--- src/rtl/mips_mc_ctrl.sv ---
// Multi-cycle MIPS control FSM: sequences fetch/decode/exec/mem/wb.
// Optional signed-overflow trap in ALU_WB when CTRL_OVF_TRAP_EN is defined.
module mips_mc_ctrl #(
  parameter int RESET_STATE_W = 4
) (
  input  logic                     clk,
  input  logic                     rst_n,
  input  logic [31:0]              instr,
  input  logic                     zf,
  input  logic                     of,
  input  logic                     mem_ready,
  output logic [3:0]               alu_op,
  output logic [1:0]               alu_src_a,
  output logic [1:0]               alu_src_b,
  output logic                     imm_zext,
  output logic                     pc_we,
  output logic [1:0]               pc_src,
  output logic                     ir_we,
  output logic                     mem_req,
  output logic                     mem_we,
  output logic                     iord,
  output logic                     reg_we,
  output logic                     reg_dst,
  output logic                     mem_to_reg,
  output logic                     ill_instr,
  output logic                     ovf_trap,
  output logic [RESET_STATE_W-1:0] dbg_state
);

  typedef enum logic [3:0] {
    S_INIT     = 4'd0,
    S_FETCH    = 4'd1,
    S_DECODE   = 4'd2,
    S_EXEC_R   = 4'd3,
    S_EXEC_I   = 4'd4,
    S_ALU_WB   = 4'd5,
    S_MEM_ADDR = 4'd6,
    S_MEM_RD   = 4'd7,
    S_MEM_WB   = 4'd8,
    S_MEM_WR   = 4'd9,
    S_BRANCH   = 4'd10,
    S_JUMP     = 4'd11
  } state_e;

  localparam logic [3:0] ALU_AND  = 4'b0000;
  localparam logic [3:0] ALU_OR   = 4'b0001;
  localparam logic [3:0] ALU_ADD  = 4'b0010;
  localparam logic [3:0] ALU_NOR  = 4'b0011;
  localparam logic [3:0] ALU_XOR  = 4'b0100;
  localparam logic [3:0] ALU_SLTU = 4'b0101;
  localparam logic [3:0] ALU_SUB  = 4'b0110;
  localparam logic [3:0] ALU_SLL  = 4'b0111;

  localparam logic [5:0] OP_R     = 6'h00;
  localparam logic [5:0] OP_J     = 6'h02;
  localparam logic [5:0] OP_BEQ   = 6'h04;
  localparam logic [5:0] OP_BNE   = 6'h05;
  localparam logic [5:0] OP_ADDI  = 6'h08;
  localparam logic [5:0] OP_ADDIU = 6'h09;
  localparam logic [5:0] OP_SLTIU = 6'h0B;
  localparam logic [5:0] OP_ANDI  = 6'h0C;
  localparam logic [5:0] OP_ORI   = 6'h0D;
  localparam logic [5:0] OP_XORI  = 6'h0E;
  localparam logic [5:0] OP_LW    = 6'h23;
  localparam logic [5:0] OP_SW    = 6'h2B;

  localparam logic [5:0] F_SLL  = 6'h00;
  localparam logic [5:0] F_ADD  = 6'h20;
  localparam logic [5:0] F_ADDU = 6'h21;
  localparam logic [5:0] F_SUB  = 6'h22;
  localparam logic [5:0] F_SUBU = 6'h23;
  localparam logic [5:0] F_AND  = 6'h24;
  localparam logic [5:0] F_OR   = 6'h25;
  localparam logic [5:0] F_XOR  = 6'h26;
  localparam logic [5:0] F_NOR  = 6'h27;
  localparam logic [5:0] F_SLTU = 6'h2B;

  state_e state_q, state_d;

  logic [5:0] op;
  logic [5:0] fn;
  logic       unused_instr;

  assign op = instr[31:26];
  assign fn = instr[5:0];
  assign unused_instr = ^instr[25:6];

  logic [3:0] r_op;
  logic       r_ok;
  logic [3:0] i_op;
  logic       i_ok;
  logic       i_zext;

  always_comb begin
    r_op = ALU_ADD;
    r_ok = 1'b1;
    case (fn)
      F_SLL:  r_op = ALU_SLL;
      F_ADD:  r_op = ALU_ADD;
      F_ADDU: r_op = ALU_ADD;
      F_SUB:  r_op = ALU_SUB;
      F_SUBU: r_op = ALU_SUB;
      F_AND:  r_op = ALU_AND;
      F_OR:   r_op = ALU_OR;
      F_XOR:  r_op = ALU_XOR;
      F_NOR:  r_op = ALU_NOR;
      F_SLTU: r_op = ALU_SLTU;
      default: r_ok = 1'b0;
    endcase
  end

  always_comb begin
    i_op   = ALU_ADD;
    i_ok   = 1'b1;
    i_zext = 1'b0;
    case (op)
      OP_ADDI:  i_op = ALU_ADD;
      OP_ADDIU: i_op = ALU_ADD;
      OP_SLTIU: i_op = ALU_SLTU;
      OP_ANDI: begin
        i_op   = ALU_AND;
        i_zext = 1'b1;
      end
      OP_ORI: begin
        i_op   = ALU_OR;
        i_zext = 1'b1;
      end
      OP_XORI: begin
        i_op   = ALU_XOR;
        i_zext = 1'b1;
      end
      default: i_ok = 1'b0;
    endcase
  end

  logic is_r, is_i, is_mem, is_br, is_j, is_sll;

  assign is_r   = (op == OP_R) && r_ok;
  assign is_i   = i_ok;
  assign is_mem = (op == OP_LW) || (op == OP_SW);
  assign is_br  = (op == OP_BEQ) || (op == OP_BNE);
  assign is_j   = (op == OP_J);
  assign is_sll = (fn == F_SLL);

  logic trap_hit;

`ifdef CTRL_OVF_TRAP_EN
  // ALU flag is only valid while the EXEC state drives the ALU
  logic of_q;
  logic trap_ok;

  always_ff @(posedge clk or negedge rst_n) begin
    if (!rst_n) begin
      of_q <= 1'b0;
    end else if (state_q == S_EXEC_R || state_q == S_EXEC_I) begin
      of_q <= of;
    end
  end

  assign trap_ok  = ((op == OP_R) && (fn == F_ADD || fn == F_SUB))
                 || (op == OP_ADDI);
  assign trap_hit = trap_ok & of_q;
`else
  logic unused_of;

  assign unused_of = of;
  assign trap_hit  = 1'b0;
`endif

  always_ff @(posedge clk or negedge rst_n) begin
    if (!rst_n) begin
      state_q <= S_INIT;
    end else begin
      state_q <= state_d;
    end
  end

  always_comb begin
    state_d    = state_q;
    alu_op     = ALU_AND;
    alu_src_a  = 2'b00;
    alu_src_b  = 2'b00;
    imm_zext   = 1'b0;
    pc_we      = 1'b0;
    pc_src     = 2'b00;
    ir_we      = 1'b0;
    mem_req    = 1'b0;
    mem_we     = 1'b0;
    iord       = 1'b0;
    reg_we     = 1'b0;
    reg_dst    = 1'b0;
    mem_to_reg = 1'b0;
    ill_instr  = 1'b0;
    ovf_trap   = 1'b0;
    unique case (state_q)
      S_INIT: state_d = S_FETCH;
      S_FETCH: begin
        mem_req   = 1'b1;
        alu_src_b = 2'b01;
        alu_op    = ALU_ADD;
        if (mem_ready) begin
          ir_we   = 1'b1;
          pc_we   = 1'b1;
          state_d = S_DECODE;
        end
      end
      S_DECODE: begin
        alu_src_b = 2'b11;
        alu_op    = ALU_ADD;
        unique case (1'b1)
          is_r:   state_d = S_EXEC_R;
          is_i:   state_d = S_EXEC_I;
          is_mem: state_d = S_MEM_ADDR;
          is_br:  state_d = S_BRANCH;
          is_j:   state_d = S_JUMP;
          default: begin
            ill_instr = 1'b1;
            state_d   = S_FETCH;
          end
        endcase
      end
      S_EXEC_R: begin
        alu_src_a = is_sll ? 2'b10 : 2'b01;
        alu_op    = r_op;
        state_d   = S_ALU_WB;
      end
      S_EXEC_I: begin
        alu_src_a = 2'b01;
        alu_src_b = 2'b10;
        imm_zext  = i_zext;
        alu_op    = i_op;
        state_d   = S_ALU_WB;
      end
      S_ALU_WB: begin
        reg_we   = ~trap_hit;
        ovf_trap = trap_hit;
        reg_dst  = (op == OP_R);
        state_d  = S_FETCH;
      end
      S_MEM_ADDR: begin
        alu_src_a = 2'b01;
        alu_src_b = 2'b10;
        alu_op    = ALU_ADD;
        state_d   = (op == OP_SW) ? S_MEM_WR : S_MEM_RD;
      end
      S_MEM_RD: begin
        mem_req = 1'b1;
        iord    = 1'b1;
        if (mem_ready) state_d = S_MEM_WB;
      end
      S_MEM_WB: begin
        reg_we     = 1'b1;
        mem_to_reg = 1'b1;
        state_d    = S_FETCH;
      end
      S_MEM_WR: begin
        mem_req = 1'b1;
        mem_we  = 1'b1;
        iord    = 1'b1;
        if (mem_ready) state_d = S_FETCH;
      end
      S_BRANCH: begin
        alu_src_a = 2'b01;
        alu_op    = ALU_SUB;
        pc_src    = 2'b01;
        pc_we     = (op == OP_BNE) ? ~zf : zf;
        state_d   = S_FETCH;
      end
      S_JUMP: begin
        pc_we   = 1'b1;
        pc_src  = 2'b10;
        state_d = S_FETCH;
      end
      default: state_d = S_INIT;
    endcase
  end

  assign dbg_state = RESET_STATE_W'(state_q);

endmodule
--- config.mk ---
export PLATFORM = sky130hd
export DESIGN_NAME = mips_mc_ctrl
export DESIGN_NICKNAME = d
export VERILOG_FILES = /design/src/rtl/mips_mc_ctrl.sv
export SDC_FILE = /design/constraint.sdc
export NUM_CORES = 1
export LEC_CHECK = 0
export ABC_AREA = 1
export ABC_CLOCK_PERIOD_IN_PS = 1900
export CORE_MARGIN = 5
export CORE_UTILIZATION = 55
export CTS_BUF_LIST = sky130_fd_sc_hd__clkbuf_8
export DETAILED_ROUTE_END_ITERATION = 6
export DONT_BUFFER_PORTS = 1
export PLACE_DENSITY = 0.75
export SKIP_CTS_REPAIR_TIMING = 1
export SLEW_MARGIN = 10
export SYNTH_ARGS = -nofsm -noshare
export SYNTH_HDL_FRONTEND = slang
export SYNTH_SLANG_ARGS = --single-unit
--- constraint.sdc ---
create_clock -name clk -period 1.9 [get_ports clk]
set_input_delay 0.57 -clock clk [delete_from_list [all_inputs] [get_ports clk]]
set_output_delay 0.57 -clock clk [all_outputs]
set_load 0.05 [all_outputs]
==> metrics.md, run 1 <==
| Metric | Value |
|---|---|
| Status | stopped before the end |
| Die width | about 48 um |
| Fraction of registers with async set/reset | between 90% and 100% |
| Share of the synthesized area in the top cell type | between 10% and 20% |
| Starting Density | slightly below 60% |
| Port bufs | 0 |
| Mapped Area | slightly below 800 um2 |
| Die height | approximately 48 um |
| Error | [ERROR DPL-0038] Utilization greater than 100%, impossible to legalize |
| Synth top cells by count | nand2_1 (35), inv_1 (24), nor2_1 (17) |
| Area leader, netlist | nand2_1 |
| Top_reg_cell synth | dfrtp_1 |
| Syn_area_per_cell | roughly 5.3 um2 |
| Mapped Cells | around 150 |
| Failed at | 3_5_place_dp |
| Seq/Total Area, Yosys | 12.74% |
| Synth cell types | 26 |
| Routability cong. | 0.8679 |
| Synth Register Bits | 4 |
| Synth area leaders | nand2_1 (17%), dfrtp_1 (13%), inv_1 (11%) |
| Yosys warns | 0 |
| Top-count cell post-synth | nand2_1 |
| # rows | 13 |
| Top Ports | 62 |
| Post-synth EDFFs | 0 |
kinds of logic after synthesis:
logic type	synth area share, %
buf+inv	17.67
compound gates	12.42
flops	12.74
xor+xnor	1.115
simple gates	55.57
other cells	0.4772
per-stage QoR:
stage,instance area [um2],TNS (ns)
2_1_floorplan,930.9,-2.161
3_3_place_gp,1378,-0.8252
==> run 2, diff against run 1 <==
CORE_AREA = 5 5 66 68   (was default)
CORE_MARGIN = default   (was 5)
CORE_UTILIZATION = default   (was 55)
CTS_BUF_LIST = default   (was sky130_fd_sc_hd__clkbuf_8)
DIE_AREA = 0 0 71 73   (was default)
PLACE_DENSITY = default   (was 0.75)
PLACE_DENSITY_LB_ADDON = 0.15   (was default)
==> run 2 against run 1 <==
Net effect:
- the flow now finishes, with violations (setup timing)
- area after synthesis stayed put
- synthesized cell count is the same
==> metrics.md, run 2 <==
| Metric | Value |
|---|---|
| Status | complete, but fails checks |
| Failing checks | setup timing |
| Gr ovfl total | 0 |
| Synth top cells by count | nand2_1 (35), inv_1 (24), nor2_1 (17) |
| Post-synth EDFFs | 0 (unchanged) |
| Share of cells above drive strength 1 | about two thirds |
| Syn_area_per_cell | 5.345 um2 (unchanged) |
| Die area | approximately 0.0052 mm2 |
| Setup tns final | -1.548 ns |
| Total chip power | around 2.5 mW |
| Mapped Area | 785.8 um2 (unchanged) |
| Die width | 71 um (+49%) |
| Synth cell types | 26 (unchanged) |
| # rows | 23 (+10) |
| Clock sinks | 4 |
| Routed wire length | about 3.1 mm |
| Area grow syn2layout | 134.9% |
| Largest family of logic cells by synthesized area | simple AND/OR/NAND/NOR gates |
| Fraction of registers with async set/reset | 100.0% (unchanged) |
| Simple-gate portion of the synthesized area | 55.57% (unchanged) |
| Unrepaired setup endpoints after global routing | true |
| Global-route usage over all layers | ~11% |
| CTS H-tree depth | 1 |
| Most frequent cells in the layout | buf_4 (43), nand2_1 (19), nor2_4 (16) |
| Area leader, netlist | nand2_1 |
| 1st-iter DRT viols | 29 |
| Worst setup SP type | flop |
| Top Ports | 62 (unchanged) |
| Post-DP HPWL | ~2.6 mm |
| Maximum fanout along the worst path | 4 |
| Clock Tree Buf Depth | 2 |
| Clock buffer count from CTS | 3 |
| # setup viols final | 14 |
| Worst vdd ir | 0.7296 mV |
| Final Instance Area | between 0.0015 and 0.002 mm2 |
| Max FFs per register | 4 |
| First-pass GRT wire length | just under 5 mm |
| Commonest non-fill, non-tap cell in the layout | buf_4 |
| Crit end category | primary output |
| Leak | ~0.87 nW |
| Seq/Total Area, Yosys | 12.74% (unchanged) |
| Compound-Gate Fraction of Synth Area | 12.42% (unchanged) |
| Top_reg_cell synth | dfrtp_1 |
| Die height | 73 um (+53%) |
| Final period utilization | 110.6% |
| ANT nets after route | 0 |
| # placed instances | 252 |
| Wirelength per Cell | 11.78 um |
| XOR/XNOR Fraction of Synth Area | 1.115% (unchanged) |
| Placed cell areas | ~0.0015 mm2 |
| Vias in the first global route | around 1.1k |
| CTS tree | built |
| Largest net degree at the start of global routing | 7 |
| Fin worst setup slack | -0.2016 ns |
| Total Nets Final | 252 |
| Final Slew Violations | 0 |
| DRC violations left | 0 |
| Share of the synthesized area in the top cell type | 16.72% (unchanged) |
| Via-per-instance ratio | between 4 and 5 |
| Minimum hold slack | slightly below 0.05 ns |
| Initial antenna violation count | 0 |
| Cell Pwr Density | roughly 1400 mW/mm2 |
| Clock tree root buffer cell | clkbuf_8 |
| Top-count cell post-synth | nand2_1 |
| Final Hold Vio Count | 0 |
| Hold Path Class | input port to asynchronous set/reset pin |
| Mapped Cells | 147 (unchanged) |
| Top achievable clock speed | 475.8 MHz |
| Data required time of the critical path | 1.33 ns |
| Pre-antenna DRT Iters | 4 |
| Yosys warns | 0 (unchanged) |
| Adder-cell share of the synthesized area | 0% (unchanged) |
| CP Data Arrival Time | between 1.5 and 2 ns |
| Routability cong. | 0.8643 (-0.41%) |
| Post-Layout Cell Count | between 200 and 300 |
| Synth area leaders | nand2_1 (17%), dfrtp_1 (13%), inv_1 (11%) |
| Antenna diode count | 0 |
| Setup Skew | 0.0003940 ns |
| Clock transition at path regs | approximately 0.03 ns |
| Worst-skew pair later-pin latency | ~0.22 ns |
| Tmin final | ~2.1 ns |
| Synth Register Bits | 4 (unchanged) |
| Core area | ~0.0038 mm2 |
| Starting Density | 20.69% (-38 points) |
| Mux contribution to synthesized area | 0% (unchanged) |
| Port bufs | 0 (unchanged) |
| Vias | between 1k and 1.5k |
| Max Cap Viol | 0 |
| CP Class | flop to primary output |
run 2: cell counts after synthesis:
No cell type changed its count.
run 2: path summary, 6_finish.rpt:
check                      cells past startpoint                      from                        to  slack, ns
setup / recovery                               7  dbg_state[2]$_DFFE_PN0P_                     pc_we      -0.20
hold / removal                                 0                     rst_n  dbg_state[1]$_DFFE_PN0P_       0.05
setup reg to reg                              10  dbg_state[1]$_DFFE_PN0P_  dbg_state[2]$_DFFE_PN0P_       0.38
hold reg to reg                                3  dbg_state[3]$_DFFE_PN0P_  dbg_state[0]$_DFFE_PN0P_       0.76
max in group asynchronous                      0                     rst_n  dbg_state[3]$_DFFE_PN0P_       1.77
min in group clk                               1                 mem_ready  dbg_state[3]$_DFFE_PN0P_       0.47
run 2: per-stage QoR:
stage | worst slack [ns] | utilization [%]
floorplan | -0.6415 | -
global placement | -0.2007 | 40.45
detailed placement | -0.2141 | 40.45
CTS | -0.2660 | 41.53
global route | -0.3101 | 48.58
finish | -0.2016 | 48.58
run 2: area by class of cell:
class                           count  area [um2]
Clock buffer                        3       41.29
Fill cell                         383        1953
Inverter                           33       137.6
Multi-Input combinational cell    109       835.8
Sequential cell                     4       105.1
Tap cell                           50       62.56
Timing Repair Buffer               64       663.1
run 2: layer usage:
layer  vias up  global-route usage [%]  share of wire, %
met3         0                   2.755               5.1
met1       532                   13.36                40
met4         0                   2.505                 0
met2        24                   21.11                55
li1        600                       -                 -
met5         -                       0                 0
run 2: critical path, cell delays in order, from the launching register on:
cell and delay (ns):
dfrtp_2 0.43, buf_12 0.14, nor2_4 0.08, inv_2 0.06, nor2_4 0.16, inv_2 0.05, o211ai_1 0.16, buf_4 0.23
run 2: where the power goes:
group / internal, mW / total [mW] / switching (mW)
logic: 0.867 / 2.16 / 1.29
clock network: 0.135 / 0.181 / 0.0455
registers: 0.129 / 0.192 / 0.0630
total: 1.13 / 2.53 / 1.40
run 2: cell families after synthesis:
kind of cell,after synthesis
AOI/OAI and AO/OA,16
DFF,4
and+or+nand+nor,90
other,1
buffers and inverters,35
xor gates and xnor gates,1
No activity file was read; power rests on OpenSTA's default activity.
